`src/rtl/div_share_ctrl.sv`:
```
// Shares one sequential 8-bit divider among NREQ requesters using a round-robin grant.
// Divide-by-zero is answered locally, and a divider that never answers is cut off after TIMEOUT wait cycles.
module div_share_ctrl #(
    parameter int NREQ    = 4,
    parameter int IDW     = 2,
    parameter int TIMEOUT = 32
) (
    input  logic              clk,
    input  logic              reset,
    input  logic [NREQ-1:0]   req_valid,
    output logic [NREQ-1:0]   req_ready,
    input  logic [8*NREQ-1:0] req_dividend,
    input  logic [8*NREQ-1:0] req_divisor,
    output logic [NREQ-1:0]   rsp_valid,
    input  logic [NREQ-1:0]   rsp_ready,
    output logic [7:0]        rsp_quotient,
    output logic [7:0]        rsp_remainder,
    output logic              rsp_overflow,
    output logic              div_start,
    output logic [7:0]        div_dividend,
    output logic [7:0]        div_divisor,
    input  logic [7:0]        div_quotient,
    input  logic [7:0]        div_remainder,
    input  logic              div_ready,
    output logic              busy,
    output logic              timeout_err
);

    localparam logic [1:0] IDLE  = 2'd0;
    localparam logic [1:0] ISSUE = 2'd1;
    localparam logic [1:0] WAIT  = 2'd2;
    localparam logic [1:0] RESP  = 2'd3;

    localparam int CW = $clog2(TIMEOUT) + 1;

    logic [1:0]     state;
    logic [IDW-1:0] rr_ptr;
    logic [IDW-1:0] id;
    logic [IDW-1:0] winner;
    logic [IDW-1:0] cand;
    logic           any_valid;
    logic [CW-1:0]  wait_cnt;
    logic [7:0]     dividend_u [NREQ];
    logic [7:0]     divisor_u  [NREQ];
    logic [7:0]     win_dividend;
    logic [7:0]     win_divisor;

    for (genvar g = 0; g < NREQ; g++) begin : g_unpack
        assign dividend_u[g] = req_dividend[8*g +: 8];
        assign divisor_u[g]  = req_divisor[8*g +: 8];
    end

    // Walking the rotation from the far end backwards leaves the first valid
    // requester at or after rr_ptr as the final assignment.
    // NOTE: every always_comb output gets a default first so no path can infer a latch.
    always_comb begin
        winner    = rr_ptr;
        cand      = '0;
        any_valid = |req_valid;
        for (int k = NREQ - 1; k >= 0; k--) begin
            cand = IDW'((int'(rr_ptr) + k) % NREQ);
            if (req_valid[cand]) begin
                winner = cand;
            end
        end
    end

    assign win_dividend = dividend_u[winner];
    assign win_divisor  = divisor_u[winner];

    always_comb begin
        req_ready = '0;
        if (state == IDLE && any_valid && !reset) begin
            req_ready = NREQ'(1) << winner;
        end
    end

    assign rsp_valid = (state == RESP) ? (NREQ'(1) << id) : '0;
    assign div_start = (state == ISSUE);
    assign busy      = (state != IDLE);

    // NOTE: sequential state uses non-blocking assignments so every register
    // sees the pre-edge value of its neighbours.
    always_ff @(posedge clk or posedge reset) begin
        if (reset) begin
            state         <= IDLE;
            rr_ptr        <= '0;
            id            <= '0;
            wait_cnt      <= '0;
            div_dividend  <= '0;
            div_divisor   <= '0;
            rsp_quotient  <= '0;
            rsp_remainder <= '0;
            rsp_overflow  <= 1'b0;
            timeout_err   <= 1'b0;
        end else begin
            case (state)
                IDLE: begin
                    if (any_valid) begin
                        id           <= winner;
                        div_dividend <= win_dividend;
                        div_divisor  <= win_divisor;
                        rr_ptr       <= (winner == IDW'(NREQ - 1)) ? '0 : winner + 1'b1;
                        if (win_divisor == 8'd0) begin
                            rsp_quotient  <= 8'hFF;
                            rsp_remainder <= win_dividend;
                            rsp_overflow  <= 1'b1;
                            state         <= RESP;
                        end else begin
                            state <= ISSUE;
                        end
                    end
                end
                ISSUE: begin
                    wait_cnt <= '0;
                    state    <= WAIT;
                end
                WAIT: begin
                    wait_cnt <= wait_cnt + 1'b1;
                    if (div_ready) begin
                        rsp_quotient  <= div_quotient;
                        rsp_remainder <= div_remainder;
                        rsp_overflow  <= 1'b0;
                        state         <= RESP;
                    end else if (wait_cnt == CW'(TIMEOUT - 1)) begin
                        rsp_quotient  <= 8'hFF;
                        rsp_remainder <= 8'hFF;
                        rsp_overflow  <= 1'b1;
                        timeout_err   <= 1'b1;
                        state         <= RESP;
                    end
                end
                RESP: begin
                    if (rsp_ready[id]) begin
                        state <= IDLE;
                    end
                end
                default: state <= IDLE;
            endcase
        end
    end

endmodule

```
`config.mk`:
```
export PLATFORM = sky130hd
export DESIGN_NAME = div_share_ctrl
export DESIGN_NICKNAME = d
export VERILOG_FILES = /design/src/rtl/div_share_ctrl.sv
export SDC_FILE = /design/constraint.sdc
export NUM_CORES = 1
export LEC_CHECK = 0
export ABC_AREA = 1
export BUFFER_PORTS_ARGS = -buffer_cell sky130_fd_sc_hd__buf_4
export CAP_MARGIN = 20
export CORE_ASPECT_RATIO = 0.9
export CORE_MARGIN = 10
export CORE_UTILIZATION = 35
export DETAILED_ROUTE_END_ITERATION = 8
export GPL_TIMING_DRIVEN = 0
export PLACE_DENSITY = 0.63
export SETUP_SLACK_MARGIN = 0.05
export SLEW_MARGIN = 0
export SYNTH_ARGS = -nofsm -noshare
export SYNTH_HDL_FRONTEND = slang
export SYNTH_SLANG_ARGS = --single-unit
```
`constraint.sdc`:
```
create_clock -name clk -period 3 [get_ports clk]
set_clock_uncertainty 0.2 [all_clocks]
set_input_delay 0.6 -clock clk [delete_from_list [all_inputs] [get_ports clk]]
set_output_delay 0.6 -clock clk [all_outputs]
set_load 0.1 [all_outputs]
```
# [Word-level counts from Yosys, hierarchy flattened]
# Index checks and enable logic that the tools add are counted.
[word_totals] regBits=46 in_bits=91 output_inout_bits=44 word_cells=91
[classes] add_sub_neg=5 n_lt_le_gt_ge=6 n_eq_ne=9 shifts=2 mux=44 bitwise_logic=2 n_reduce_logical=13
[ops] operator="two-way mux 8 bit" n=11
[ops] operator="binary-select mux 8 bit (select 2 bit)" n=2
[ops] operator="one-hot mux 8 bit (2 select lines)" n=2
[ops] operator="two-way mux 2 bit" n=10
[ops] operator="less-than comparator 2 x 3 -> 1 bit, second input constant" n=5
[ops] operator="one-hot mux 6 bit (2 select lines)" n=1
[ops] operator="binary-select mux 1 bit (select 2 bit)" n=5
[ops] operator="two-way mux 1 bit" n=9
[ops] operator="zero test 8 bit" n=1
[ops] operator="two-way mux 4 bit" n=2
[ops] operator="one-hot mux 2 bit (4 select lines)" n=1
[ops] operator="left shift 1 x 2 -> 4 bit, first input constant" n=2
[ops] operator="adder 6 x 1 -> 6 bit, second input constant" n=1
[ops] operator="equality test 2 bit, second input constant" n=3
[ops] operator="equality test 6 x 5 -> 1 bit, second input constant" n=1
[ops] operator="AND reduction 3 bit" n=2
[ops] operator="nonzero test 2 bit" n=3
[ops] operator="adder 2 x 1 -> 2 bit, second input constant" n=2
[ops] operator="adder 2 bit, second input constant" n=2
[ops] operator="!= test 2 x 1 -> 1 bit, second input constant" n=2
[ops] operator="AND reduction 4 bit" n=1
[ops] operator="OR reduction 4 bit" n=1
[ops] operator=">= comparator 3 bit, second input constant" n=1
[ops] operator="!= test 3 bit, second input constant" n=1
[ops] operator="9 further kinds" n=10

# [Logic depth before layout (Yosys ltp)]
# Gate-level depths: netlist (run 1).
[logic_depth] word_depth=15 depth_mapped=23 ltp_nobuf=20

# [Least setup slack after synthesis (run 1)]
# OpenSTA, ideal clock, no wires.
[synth_timing] path_type="input -> output" start="input req_valid[1]" end="output req_ready[2]" arrival_time_ns=3.210 required_ns=2.200 path_slack_ns=-1.010 stages=16 n_path_buf=3 cell_sequence="inv_1 -> o21ai_1 -> nand2_1 -> nand2_1 -> nand2_1 -> nand2_2 -> nand2_1 -> nand2_4 -> nand2_4 -> buf_6 -> buf_6 -> inv_2 -> buf_4 -> ha_1 -> inv_1 -> nor2_1"
[synth_via] elab_chain_cells=8 elab_cells_between_ends=17 classes_between="shift: 1; mux: 13; reduce/logical: 3"
[synth_rtl] item="from (decl)" line_no="10" text="input logic [NREQ-1:0] req_valid,"
[synth_rtl] item="binary-select mux 1 bit (select 2 bit)" line_no="62" text="if (req_valid[cand]) begin"
[synth_rtl] item="two-way mux 1 bit (not written as such)" line_no="62"
[synth_rtl] item="two-way mux 2 bit (4 in series)" line_no="62"
[synth_rtl] item="left shift 1 x 2 -> 4 bit" line_no="74" text="req_ready = NREQ'(1) << winner;"
[synth_rtl] item="two-way mux 4 bit (*)" line_no="73" text="if (state == IDLE && any_valid && !reset) begin"
[synth_rtl] item="to (decl)" line_no="11" text="output logic [NREQ-1:0] req_ready,"
# Every way passes the cells marked *; elsewhere a longest branch is shown, timed or not. The select of a mux whose other input is x is not followed.

# [Final worst setup path (run 1)]
[layout_timing] start="register rr_ptr[0]" end="output req_ready[3]"
[layout_via] elab_chain_cells=9 elab_cells_between_ends=17 classes_between="add/sub: 3; shift: 1; mux: 13"
[layout_rtl] item="from (decl)" line_no="37" text="logic [IDW-1:0] rr_ptr;"
[layout_rtl] item="from (signal assigned)" line_no="103" text="rr_ptr <= (winner == IDW'(NREQ - 1)) ? '0 : winner + 1'b1;"
[layout_rtl] item="adder 2 bit" line_no="61" text="cand = IDW'((int'(rr_ptr) + k) % NREQ);"
[layout_rtl] item="binary-select mux 1 bit (select 2 bit)" line_no="62"
[layout_rtl] item="two-way mux 1 bit (not written as such)" line_no="62"
[layout_rtl] item="two-way mux 2 bit (3 in series)" line_no="62"
[layout_rtl] item="two-way mux 2 bit (*)" line_no="62"
[layout_rtl] item="net winner[0]" line_no="39" text="logic [IDW-1:0] winner;"
[layout_rtl] item="left shift 1 x 2 -> 4 bit (*)" line_no="74"
[layout_rtl] item="two-way mux 4 bit (*)" line_no="73"
# The timed path passes the listed nets; every way through them passes the cells marked *. The select of a mux whose other input is x is not followed.

==> results_tabular.tex, run 1 <==
\begin{tabular}{lr}
\hline
Metric & Value \\
\hline
\multicolumn{2}{l}{\textbf{Outcome}} \\
\quad Outcome & finished with violations \\
\quad Violations in the final reports & negative setup slack \\
\multicolumn{2}{l}{\textbf{Clock network}} \\
\quad Clock Path Buffers & 2 \\
\quad CTS H-tree depth & 2 \\
\quad Post-CTS Hold Fix Bufs & 0 \\
\quad Clock tree from TritonCTS & yes \\
\quad Clock buffers created by TritonCTS & 5 \\
\quad Insertion delay of the later-clocked pin in the worst-skew pair & 300 ps \\
\quad Number of sinks on the clock net & 46 \\
\quad Clock-pin slew on the worst setup and hold paths & 90 ps \\
\quad Root buf cell & sky130\_fd\_sc\_hd\_\_clkbuf\_8 \\
\multicolumn{2}{l}{\textbf{Yosys}} \\
\quad Biggest area contributors in the synthesized netlist & sky130\_fd\_sc\_hd\_\_dfrtp\_1 38\%, sky130\_fd\_sc\_hd\_\_nand2\_1 20\%, sky130\_fd\_sc\_hd\_\_nand3\_1 12\%, sky130\_fd\_sc\_hd\_\_ha\_1 4.2\%, sky130\_fd\_sc\_hd\_\_inv\_1 3.5\% \\
\quad Mapped cell area & 3010 um\^{}2 \\
\quad Synthesized instance count & 437 \\
\quad Dominant combinational cell family by area after synthesis & simple AND/OR/NAND/NOR gates \\
\quad Avg Synthesized Cell Area & 6.89 um\^{}2 \\
\quad Area fraction of the dominant cell type after synthesis & 38.2\% \\
\quad Number of flops mapped to enable cells by yosys & 0 \\
\quad Number of distinct library cells after synthesis & 29 \\
\quad Post-synthesis mux area share & 0\% \\
\quad Compound-cell area share of the yosys netlist & 7.36\% \\
\quad Most numerous cell in the Yosys netlist & sky130\_fd\_sc\_hd\_\_nand2\_1 \\
\quad Xor and xnor area share after synthesis & 0\% \\
\quad Share of synthesized registers carrying an async set or reset & 100\% \\
\quad Post-synthesis adder-cell area fraction & 4.16\% \\
\quad Most used DFF post-synth & sky130\_fd\_sc\_hd\_\_dfrtp\_1 \\
\quad Synth area leader & sky130\_fd\_sc\_hd\_\_dfrtp\_1 \\
\quad Synth Area in Simple Gates & 41.8\% \\
\quad Post-Syn Nets & 538 \\
\quad Most numerous cell types in the synthesized netlist & 162 x sky130\_fd\_sc\_hd\_\_nand2\_1, 73 x sky130\_fd\_sc\_hd\_\_nand3\_1, 46 x sky130\_fd\_sc\_hd\_\_dfrtp\_1 \\
\quad Number of storage elements in the synthesis netlist & 46 \\
\quad Warnings from Yosys & 0 \\
\quad Share of the yosys chip area belonging to registers & 38.2\% \\
\multicolumn{2}{l}{\textbf{Worst setup path}} \\
\quad Most used cell along the critical path & sky130\_fd\_sc\_hd\_\_nand2\_4 \\
\quad Worst path slowest cell & sky130\_fd\_sc\_hd\_\_dfrtp\_1 \\
\quad CP arrival & 2210 ps \\
\quad Critical path's top delay family & buffers and inverters \\
\quad Kind of start point of the critical path & flip-flop \\
\quad Crit path max fanout & 7 \\
\quad Critical path start-end classification & reg -> out \\
\quad CP Data Required Time & 2200 ps \\
\quad Element type at the critical path end & output port \\
\quad Worst R2R Setup Slack & 120 ps \\
\quad Delay contributed by the slowest stage of the critical path & 380 ps \\
\quad Buffer and inverter count on the worst path & 7 \\
\quad Cells along the critical path & buf\_6 -> clkinv\_8 -> nand2\_4 -> nand2\_4 -> nand2\_1 -> nand2\_2 -> inv\_2 -> nand2\_4 -> nand2\_4 -> nand2\_4 -> nand2\_8 -> buf\_12 -> buf\_12 -> ha\_4 -> inv\_2 -> nor2\_4 -> buf\_12 \\
\multicolumn{2}{l}{\textbf{Finish}} \\
\quad Synth-to-layout area growth & 67.3\% \\
\quad Fillers & 813 \\
\quad Fraction of layout cells with a size suffix above 1 & 42.7\% \\
\quad Utilization of the core after routing & 59.3\% \\
\quad Antenna diode count & 0 \\
\quad Area of the multi-input gates & 1890 um\^{}2 \\
\quad Layout net count & 714 \\
\quad Sequential cell area & 1150 um\^{}2 \\
\quad Post-layout instance area & 5040 um\^{}2 \\
\multicolumn{2}{l}{\textbf{GRT}} \\
\quad Global route total overflow & 0 \\
\quad Global-route usage over all layers & 16.0\% \\
\quad Number of antenna violations at the first check in global routing & 0 \\
\quad Maximum number of pins on one net before global-route repair & 25 \\
\quad Wire length of the first global-routing pass & 16.9 mm \\
\quad Vias in the first global route & 3399 \\
\multicolumn{2}{l}{\textbf{STA}} \\
\quad Highest achievable clock rate & 332 MHz \\
\quad Final clock period utilization by the worst path & 100\% \\
\quad Unrepaired setup endpoints after global routing & true \\
\quad Crit path time final & 3010 ps \\
\quad Number of failing hold endpoints at the final stage & 0 \\
\quad Worst setup slack after layout & -13.9 ps \\
\quad Max-slew violation count & 0 \\
\quad Worst rel slew slack & 49.1\% \\
\quad \# setup viols final & 2 \\
\quad Transition time of the tightest slew-check pin & 757 ps \\
\multicolumn{2}{l}{\textbf{Place}} \\
\quad Setup slack at placement & -477 ps \\
\quad Placed Area & 4340 um\^{}2 \\
\quad Count of buffers from port buffering & 133 \\
\quad Detailed placer's ending HPWL & 8.28 mm \\
\quad Placer Congestion & 0.857 \\
\multicolumn{2}{l}{\textbf{Floorplan}} \\
\quad Number of rows in the core area & 32 \\
\quad Top Ports & 135 \\
\quad Core region area & 8490 um\^{}2 \\
\quad Effective utilization at floorplan & 35.5\% \\
\quad Die Width & 118 um \\
\quad Die Ht & 108 um \\
\quad Area enclosed by the die boundary & 12700 um\^{}2 \\
\multicolumn{2}{l}{\textbf{Routing}} \\
\quad Final wirelength & 11.2 mm \\
\quad Average routed wire per standard cell & 15.3 um \\
\quad Mean number of vias per cell & 4.83 \\
\quad First-pass iteration count of the detailed router & 4 \\
\quad ANT nets after route & 0 \\
\quad Count of routing violations after the opening detailed-route iteration & 155 \\
\quad Detailed-route via count & 3542 \\
\quad Number of DRC violations after detailed routing & 0 \\
\multicolumn{2}{l}{\textbf{Min path}} \\
\quad Classification of the worst-slack hold path & in -> async \\
\multicolumn{2}{l}{\textbf{Flow run}} \\
\quad Maximum Capacitance Violations & 0 \\
\hline
\end{tabular}
[layer usage]
layer	vias to the layer above	wire length (um)	global-route usage (%)
met5	-	0	0
met1	1641	4890	19.5
met4	0	136	3.26
met2	122	5500	28.5
met3	12	692	3.80
li1	1767	-	-
[area by class of cell]
| class | instances | share of cell area, % |
|---|---|---|
| Buffer | 18 | 3.50 |
| Inverter | 33 | 3.80 |
| Tap cell | 119 | 2.96 |
| Sequential cell | 46 | 22.9 |
| Clock inverter | 3 | 0.795 |
| Multi-Input combinational cell | 339 | 37.5 |
| Timing Repair inverter | 1 | 0.0994 |
| Clock buffer | 5 | 1.37 |
| Timing Repair Buffer | 169 | 27.1 |
[worst register-to-register path, stage by stage, from the launching register on]
cell and delay (ps):
sky130_fd_sc_hd__dfrtp_1 380, sky130_fd_sc_hd__buf_6 160, sky130_fd_sc_hd__clkinv_8 80, sky130_fd_sc_hd__nand2_4 90
sky130_fd_sc_hd__nand2_4 50, sky130_fd_sc_hd__nand2_1 70, sky130_fd_sc_hd__nand2_2 60, sky130_fd_sc_hd__inv_2 80
sky130_fd_sc_hd__nand2_4 70, sky130_fd_sc_hd__nand2_4 60, sky130_fd_sc_hd__nand2_4 60, sky130_fd_sc_hd__buf_4 140
sky130_fd_sc_hd__buf_6 130, sky130_fd_sc_hd__buf_6 130, sky130_fd_sc_hd__nand3_1 60, sky130_fd_sc_hd__nand3_1 70
sky130_fd_sc_hd__nand2_1 100, sky130_fd_sc_hd__nand2_1 60, sky130_fd_sc_hd__nor2_1 120, sky130_fd_sc_hd__nand2_2 100
sky130_fd_sc_hd__nand2_4 160, sky130_fd_sc_hd__nand2_8 90, sky130_fd_sc_hd__clkbuf_16 170, sky130_fd_sc_hd__nand2_1 50
sky130_fd_sc_hd__nand2_1 50
[cells by family after synthesis]
family | Yosys count
fa+ha+maj | 10
simple gates | 286
buf+inv | 53
compound gates | 42
flops | 46
[metrics by stage]
step                instances  setup TNS (ps)  hold slack (ps)
global placement          689           -1460              257
floorplan                 437           -2060              272
global route              733            -506              142
detailed placement        689           -1630              261
CTS                       712               0              190
finish                    733           -19.2              127
[cells in the final DEF (no fill, tap or decap), drive strengths merged]
cell	Yosys	layout
nand3	74	74
clkinv	1	4
o21ai	20	20
nand2	168	169
buf	11	177
o31ai	2	2
dfrtp	46	46
nand3b	5	5
and3	1	1
nor2	23	23
clkinvlp	0	3
nor4	1	1
o21bai	1	1
a21oi	17	17
nor3	10	10
clkbuf	9	15
or2	3	3
o22ai	1	1
o21a	1	1
nor3b	1	1
inv	32	29
bufinv	0	1
ha	10	10
[registers in the layout, indices dropped and copies added, names as in the netlist]
name	cells
div_dividend	8
div_divisor	8
id	2
rr_ptr	2
rsp_overflow	1
rsp_quotient	8
rsp_remainder	8
state	2
timeout_err	1
wait_cnt	6
[what timing repair did]
item | 4_1_cts | 5_1_grt
endpoints found under the setup margin | 4 | 21
resized for setup | 41 | 40
setup buffers | 15 | 17
hold endpoints to repair | 0 | 0
pin swaps | 7 | 10
cloned | 2 | 3
[worst paths after layout]
path                            startpoint              end  cells past startpoint
setup / recovery                 rr_ptr[0]     req_ready[3]                     17
hold / removal                       reset  rsp_quotient[0]                      2
setup reg to reg                 rr_ptr[0]     rsp_overflow                     24
hold reg to reg            rsp_quotient[0]  rsp_quotient[0]                      2
max in group asynchronous            reset        rr_ptr[1]                      3
min in group clk           rsp_quotient[0]  rsp_quotient[0]                      2
Power of run 1 is not shown: default switching activity piles up to over one toggle a cycle in this logic, so the estimate is an artifact.
==> inputs of run 2 (changes only) <==
- PLACE_DENSITY: 0.63 -> not set
- PLACE_DENSITY_LB_ADDON: not set -> 0.15
==> run 2 against run 1 <==
Effect of this change: the flow still finishes with violations (negative setup slack); routed wire length fell by 1.5%; die area did not move; worst hold slack improved by 50 ps; setup slack got worse by 96 ps.
==> results_tabular.tex, run 2 (synthesis gave the netlist of run 1 again) <==
\begin{tabular}{lr}
\hline
Metric & Value \\
\hline
\multicolumn{2}{l}{\textbf{Outcome}} \\
\quad Outcome & finished with violations \\
\quad Violations in the final reports & negative setup slack \\
\multicolumn{2}{l}{\textbf{Worst setup path}} \\
\quad CP Data Required Time & 2200 ps (about the same) \\
\quad CP arrival & 2310 ps (+100 ps) \\
\quad Critical path start-end classification & reg -> out \\
\quad Kind of start point of the critical path & flip-flop \\
\quad Crit path max fanout & 6 (-1) \\
\quad Element type at the critical path end & output port \\
\multicolumn{2}{l}{\textbf{Finish}} \\
\quad Top library cells by usage in the layout, fill and taps aside & 155 x sky130\_fd\_sc\_hd\_\_buf\_4, 141 x sky130\_fd\_sc\_hd\_\_nand2\_1, 70 x sky130\_fd\_sc\_hd\_\_nand3\_1, 45 x sky130\_fd\_sc\_hd\_\_dfrtp\_1, 19 x sky130\_fd\_sc\_hd\_\_o21ai\_0 \\
\quad Fillers & 834 (+2.6\%) \\
\quad Most common library cell in the layout ignoring fill and taps & sky130\_fd\_sc\_hd\_\_buf\_4 \\
\quad Layout net count & 703 (-1.5\%) \\
\quad Antenna diode count & 0 (unchanged) \\
\quad Synth-to-layout area growth & 59.8\% \\
\quad Utilization of the core after routing & 56.7\% (-2.7 points) \\
\quad Fraction of layout cells with a size suffix above 1 & 39.9\% (-2.8 points) \\
\quad Post-layout instance area & 4810 um\^{}2 (-4.5\%) \\
\multicolumn{2}{l}{\textbf{STA}} \\
\quad Fin Hold WS & 177 ps (+49.8 ps) \\
\quad \# setup viols final & 4 (+2) \\
\quad Worst rel slew slack & 46.9\% (-2.2 points) \\
\quad Max-slew violation count & 0 (unchanged) \\
\quad Number of failing hold endpoints at the final stage & 0 (unchanged) \\
\quad Transition time of the tightest slew-check pin & 789 ps (+32.3 ps) \\
\quad Final clock period utilization by the worst path & 104\% (+3.2 points) \\
\quad Total Neg Setup Slack & -379 ps (-360 ps) \\
\quad Unrepaired setup endpoints after global routing & true \\
\quad Crit path time final & 3110 ps (+96.3 ps) \\
\quad Highest achievable clock rate & 322 MHz (-3.1\%) \\
\quad Worst setup slack after layout & -110 ps (-96.3 ps) \\
\multicolumn{2}{l}{\textbf{Clock network}} \\
\quad Number of sinks on the clock net & 46 (unchanged) \\
\quad Clock-pin slew on the worst setup and hold paths & 80 ps (about the same) \\
\quad Clock tree from TritonCTS & yes \\
\quad Clock buffers created by TritonCTS & 5 (unchanged) \\
\quad Insertion delay of the later-clocked pin in the worst-skew pair & 290 ps (about the same) \\
\quad Root buf cell & sky130\_fd\_sc\_hd\_\_clkbuf\_8 \\
\quad Clock Path Buffers & 2 (unchanged) \\
\quad CTS H-tree depth & 2 (unchanged) \\
\quad Post-CTS Hold Fix Bufs & 0 (unchanged) \\
\multicolumn{2}{l}{\textbf{GRT}} \\
\quad Global route total overflow & 0 (unchanged) \\
\quad Maximum number of pins on one net before global-route repair & 25 (unchanged) \\
\quad Wire length of the first global-routing pass & 17.9 mm (+5.9\%) \\
\quad Number of antenna violations at the first check in global routing & 0 (unchanged) \\
\quad Vias in the first global route & 3577 (+5.2\%) \\
\quad Global-route usage over all layers & 16.9\% (+0.89 points) \\
\multicolumn{2}{l}{\textbf{Floorplan}} \\
\quad Die Ht & 108 um (unchanged) \\
\quad Die Width & 118 um (unchanged) \\
\quad Effective utilization at floorplan & 35.5\% (unchanged) \\
\quad Core region area & 8490 um\^{}2 (unchanged) \\
\quad Top Ports & 135 (unchanged) \\
\quad Number of rows in the core area & 32 (unchanged) \\
\quad Area enclosed by the die boundary & 12700 um\^{}2 (unchanged) \\
\multicolumn{2}{l}{\textbf{Routing}} \\
\quad First-pass iteration count of the detailed router & 4 (unchanged) \\
\quad ANT nets after route & 0 (unchanged) \\
\quad Final wirelength & 11.1 mm (-1.5\%) \\
\quad Detailed-route via count & 3489 (-1.5\%) \\
\quad Count of routing violations after the opening detailed-route iteration & 216 (+39\%) \\
\quad Number of DRC violations after detailed routing & 0 (unchanged) \\
\quad Average routed wire per standard cell & 15.3 um (+0.18\%) \\
\quad Mean number of vias per cell & 4.84 (+0.14\%) \\
\multicolumn{2}{l}{\textbf{Place}} \\
\quad Detailed placer's ending HPWL & 8.38 mm (+1.1\%) \\
\quad Placer Congestion & 0.824 (-3.8\%) \\
\quad Placed Area & 4340 um\^{}2 (unchanged) \\
\quad Count of buffers from port buffering & 133 (unchanged) \\
\multicolumn{2}{l}{\textbf{Flow run}} \\
\quad Maximum Capacitance Violations & 0 (unchanged) \\
\multicolumn{2}{l}{\textbf{Min path}} \\
\quad Classification of the worst-slack hold path & in -> async \\
\hline
\end{tabular}
-- run 2: cell types whose count changed in the layout (fill, tap and decap cells not counted), moves of 2 or more --
cell                        delta
sky130_fd_sc_hd__buf_4         -4
sky130_fd_sc_hd__buf_6         -6
sky130_fd_sc_hd__clkbuf_16     -2
sky130_fd_sc_hd__nand2_1       +3
sky130_fd_sc_hd__nand2_2       -7
sky130_fd_sc_hd__nand2_4       +5
sky130_fd_sc_hd__nand2_8       -2
sky130_fd_sc_hd__nand3_1       +9
sky130_fd_sc_hd__nand3_2       -8
-- run 2: path summary, 6_finish.rpt --
path	startpoint	end	slack (ps)	cells after the start
max	rr_ptr[0]	req_ready[3]	-110	18
min	reset	rsp_remainder[6]	180	2
max reg2reg	rr_ptr[0]	rsp_remainder[7]	170	22
min reg2reg	rsp_quotient[2]	rsp_quotient[2]	280	2
max in group asynchronous	reset	rr_ptr[1]	1960	3
min in group clk	rsp_quotient[2]	rsp_quotient[2]	280	2
-- run 2: area by class of cell --
class / instances / area, um^2 / share of cell area (%)
Clock inverter: 2 / 10.0 / 0.208
Sequential cell: 46 / 1150 / 24.0
Timing Repair Buffer: 159 / 1250 / 26.0
Inverter: 33 / 191 / 3.98
Multi-Input combinational cell: 338 / 1820 / 37.9
Tap cell: 119 / 149 / 3.09
Clock buffer: 5 / 68.8 / 1.43
Timing Repair inverter: 1 / 5.00 / 0.104
Buffer: 18 / 161 / 3.36
-- run 2: metrics by stage --
step | worst slack (ps) | std cells
finish | -110 | 721
global route | -215 | 721
CTS | -99.7 | 710
detailed placement | -464 | 689
global placement | -427 | 689
floorplan | -405 | 437
-- run 2: critical path: stages (launching register included) --
cell	delay, ps
sky130_fd_sc_hd__dfrtp_1	410
sky130_fd_sc_hd__buf_6	160
sky130_fd_sc_hd__clkinv_8	80
sky130_fd_sc_hd__nand2_4	60
sky130_fd_sc_hd__nand2_4	60
sky130_fd_sc_hd__nand2_2	60
sky130_fd_sc_hd__nand2_2	70
sky130_fd_sc_hd__nand2_2	60
sky130_fd_sc_hd__nand2_4	90
sky130_fd_sc_hd__nand2_4	50
sky130_fd_sc_hd__nand2_4	70
sky130_fd_sc_hd__nand2_4	50
sky130_fd_sc_hd__buf_8	120
sky130_fd_sc_hd__buf_12	130
sky130_fd_sc_hd__buf_12	130
sky130_fd_sc_hd__ha_4	150
sky130_fd_sc_hd__inv_2	60
sky130_fd_sc_hd__nor2_4	40
sky130_fd_sc_hd__buf_12	170
-- run 2: metal layers --
metal / up-vias / share of wire (%) / global-route usage, %
met4: 0 / 1.2 / 3.26
met1: 1613 / 46 / 22.1
met3: 8 / 7.0 / 5.11
li1: 1744 / - / -
met2: 124 / 46 / 27.3
met5: - / 0 / 0
-- run 2: what timing repair did --
item | CTS | global route
gates cloned | 2 | 0
gates resized for setup | 40 | 20
buffers inserted | 13 | 11
pin swaps | 11 | 9
endpoints found under the setup margin | 4 | 17
Power of run 2 is left out for the same reason.
==> inputs of run 3 (changes only) <==
- CAP_MARGIN: 20 -> 0
- CTS_BUF_LIST: not set -> sky130_fd_sc_hd__clkbuf_16
==> run 3 against run 2 <==
Effect of this change: via count shrank 0.23%; first-iteration DRC count fell by 9.7%; worst hold slack better by 7.1 ps; critical path type unchanged; utilization is 0.074 points higher; die area is the same; sequential share of layout area about the same; final cell count down 0.55%; cell area increased by 0.13%; routed wire length fell by 0.26%; register-to-register slack better by 40 ps; setup slack better by 26 ps; the run still ends with negative setup slack left.
==> results_tabular.tex, run 3 (synthesis gave the netlist of run 1 again) <==
\begin{tabular}{lr}
\hline
Metric & Value \\
\hline
\multicolumn{2}{l}{\textbf{Outcome}} \\
\quad Outcome & finished with violations \\
\quad Violations in the final reports & negative setup slack \\
\multicolumn{2}{l}{\textbf{STA}} \\
\quad Number of failing hold endpoints at the final stage & 0 (unchanged) \\
\quad Max-slew violation count & 0 (unchanged) \\
\quad Worst setup slack after layout & -84.5 ps (+25.7 ps) \\
\quad \# setup viols final & 4 (unchanged) \\
\quad Final clock period utilization by the worst path & 103\% (-0.86 points) \\
\quad Highest achievable clock rate & 324 MHz (+0.83\%) \\
\quad Transition time of the tightest slew-check pin & 1110 ps (+321 ps) \\
\quad Total Neg Setup Slack & -245 ps (+133 ps) \\
\quad Crit path time final & 3080 ps (-25.7 ps) \\
\quad Unrepaired setup endpoints after global routing & true \\
\quad Worst rel slew slack & 25.6\% (-21 points) \\
\multicolumn{2}{l}{\textbf{Worst setup path}} \\
\quad Critical R2R Capture & rsp\_quotient[7] \\
\quad Worst reg-to-reg path cell count & 24 (+9.1\%) \\
\quad CP arrival & 2280 ps (-30 ps) \\
\quad Most used cell along the critical path & sky130\_fd\_sc\_hd\_\_nand2\_2 \\
\quad Critical path start-end classification & reg -> out \\
\quad Worst R2R Setup Slack & 210 ps (+40 ps) \\
\quad Cells along the critical path & buf\_6 -> clkinv\_8 -> nand2\_2 -> nand2\_2 -> nand2\_2 -> nand2\_2 -> nand2\_2 -> nand2\_4 -> nand2\_4 -> nand2\_4 -> nand2\_4 -> buf\_8 -> buf\_12 -> buf\_12 -> ha\_4 -> inv\_2 -> nor2\_4 -> buf\_12 \\
\quad Startpoint of the worst-slack reg-to-reg timing path & rr\_ptr[0] \\
\quad Worst path slowest cell & sky130\_fd\_sc\_hd\_\_dfrtp\_1 \\
\quad Element type at the critical path end & output port \\
\quad CP Data Required Time & 2200 ps (about the same) \\
\quad Delay contributed by the slowest stage of the critical path & 400 ps (about the same) \\
\quad Kind of start point of the critical path & flip-flop \\
\quad Crit path max fanout & 6 (unchanged) \\
\multicolumn{2}{l}{\textbf{Clock network}} \\
\quad Number of sinks on the clock net & 46 (unchanged) \\
\quad Post-CTS Hold Fix Bufs & 0 (unchanged) \\
\quad Insertion delay of the later-clocked pin in the worst-skew pair & 290 ps (about the same) \\
\quad Clock Path Buffers & 2 (unchanged) \\
\quad Clock buffers created by TritonCTS & 5 (unchanged) \\
\quad Clock tree from TritonCTS & yes \\
\quad CTS H-tree depth & 2 (unchanged) \\
\quad Root buf cell & sky130\_fd\_sc\_hd\_\_clkbuf\_16 \\
\quad Clock-pin slew on the worst setup and hold paths & 60 ps (-20 ps) \\
\multicolumn{2}{l}{\textbf{Routing}} \\
\quad First-pass iteration count of the detailed router & 4 (unchanged) \\
\quad Average routed wire per standard cell & 15.4 um (+0.29\%) \\
\quad Metal2 WL & 4.98 mm (-2.6\%) \\
\quad Mean number of vias per cell & 4.85 (+0.33\%) \\
\quad Final wirelength & 11.0 mm (-0.26\%) \\
\quad Uppermost layer routed & met4 \\
\quad Number of DRC violations after detailed routing & 0 (unchanged) \\
\quad Met3 layer wire length in the routed design & 778 um (+0.91\%) \\
\quad Detailed-route via count & 3481 (-0.23\%) \\
\quad M1 wire length & 5.09 mm (+1.2\%) \\
\quad Count of routing violations after the opening detailed-route iteration & 195 (-9.7\%) \\
\quad ANT nets after route & 0 (unchanged) \\
\multicolumn{2}{l}{\textbf{GRT}} \\
\quad Global route total overflow & 0 (unchanged) \\
\quad Vias in the first global route & 3564 (-0.36\%) \\
\quad Global-route usage over all layers & 17.0\% (+0.079 points) \\
\quad Number of antenna violations at the first check in global routing & 0 (unchanged) \\
\quad Wire length of the first global-routing pass & 17.8 mm (-0.31\%) \\
\quad Maximum number of pins on one net before global-route repair & 25 (unchanged) \\
\multicolumn{2}{l}{\textbf{Floorplan}} \\
\quad Number of rows in the core area & 32 (unchanged) \\
\quad Die Ht & 108 um (unchanged) \\
\quad Effective utilization at floorplan & 35.5\% (unchanged) \\
\quad Top Ports & 135 (unchanged) \\
\quad Area enclosed by the die boundary & 12700 um\^{}2 (unchanged) \\
\quad Core region area & 8490 um\^{}2 (unchanged) \\
\quad Die Width & 118 um (unchanged) \\
\multicolumn{2}{l}{\textbf{Finish}} \\
\quad Most common library cell in the layout ignoring fill and taps & sky130\_fd\_sc\_hd\_\_buf\_4 \\
\quad Antenna diode count & 0 (unchanged) \\
\quad Fillers & 838 (+0.48\%) \\
\quad Fraction of layout cells with a size suffix above 1 & 39.1\% (-0.74 points) \\
\quad Layout net count & 699 (-0.57\%) \\
\quad Synth-to-layout area growth & 60.0\% \\
\quad Area of the multi-input gates & 1810 um\^{}2 (-0.55\%) \\
\quad Top library cells by usage in the layout, fill and taps aside & 152 x sky130\_fd\_sc\_hd\_\_buf\_4, 143 x sky130\_fd\_sc\_hd\_\_nand2\_1, 70 x sky130\_fd\_sc\_hd\_\_nand3\_1, 45 x sky130\_fd\_sc\_hd\_\_dfrtp\_1, 19 x sky130\_fd\_sc\_hd\_\_o21ai\_0 \\
\quad Sequential cell area & 1150 um\^{}2 (unchanged) \\
\multicolumn{2}{l}{\textbf{Min path}} \\
\quad Classification of the worst-slack hold path & in -> async \\
\multicolumn{2}{l}{\textbf{Place}} \\
\quad Count of buffers from port buffering & 133 (unchanged) \\
\quad Placer Congestion & 0.824 (unchanged) \\
\quad Detailed placer's ending HPWL & 8.38 mm (unchanged) \\
\multicolumn{2}{l}{\textbf{Flow run}} \\
\quad Maximum Capacitance Violations & 0 (unchanged) \\
\hline
\end{tabular}
-- run 3: cell count changes in the layout (fill, tap and decap cells not counted), sizes merged --
cell,before,now
buf,168,164
-- run 3: timing repair --
item / in CTS / in global routing
gates resized for setup: 40 / 15
gates cloned: 2 / 0
setup buffers: 13 / 8
setup endpoints to repair: 4 / 17
pin swaps: 11 / 11
-- run 3: how the worst max path moves through the flow --
| stage | from | endpoint |
|---|---|---|
| final | rr_ptr[0] | req_ready[3] |
| after global routing | rr_ptr[0] | req_ready[3] |
| after CTS | rr_ptr[0] | req_ready[3] |
| after detailed placement | req_valid[1] | req_ready[2] |
| after global placement | req_valid[1] | req_ready[2] |
| after floorplan | state[1] | rsp_valid[0] |
-- run 3: cell type report --
cell class	count	area share, %
Timing Repair Buffer	155	25.1
Clock buffer	5	2.60
Timing Repair inverter	1	0.104
Buffer	18	3.35
Sequential cell	46	23.9
Tap cell	119	3.09
Multi-Input combinational cell	338	37.7
Clock inverter	2	0.208
Inverter	33	3.92
-- run 3: metal layers --
layer  vias to the layer above  global-route usage (%)
met5                         -                       0
li1                       1733                       -
met4                         0                    4.32
met2                       129                    27.4
met3                        14                    5.11
met1                      1605                    21.9
-- run 3: worst max-delay path: cells and delay by family (launching register included) --
| kind | cells | cell delay, ps |
|---|---|---|
| AND/OR/NAND/NOR | 10 | 620 |
| flip-flops | 1 | 400 |
| adder cells (fa/ha/maj) | 1 | 150 |
| buffers and inverters | 7 | 840 |
-- run 3: stage by stage --
| step | setup slack (ps) | hold WS [ps] | std cells | instance area (um^2) | utilization (%) |
|---|---|---|---|---|---|
| 6_report | -84.5 | 184 | 717 | 4820 | 56.8 |
| 5_1_grt | -168 | 231 | 717 | 4820 | 56.8 |
| 4_1_cts | -71.7 | 211 | 710 | 4700 | 55.4 |
| 3_5_place_dp | -464 | 261 | 689 | 4340 | 51.1 |
| 3_3_place_gp | -427 | 256 | 689 | 4340 | 51.1 |
| 2_1_floorplan | -405 | 272 | 437 | 3190 | - |
Power of run 3 is left out for the same reason.
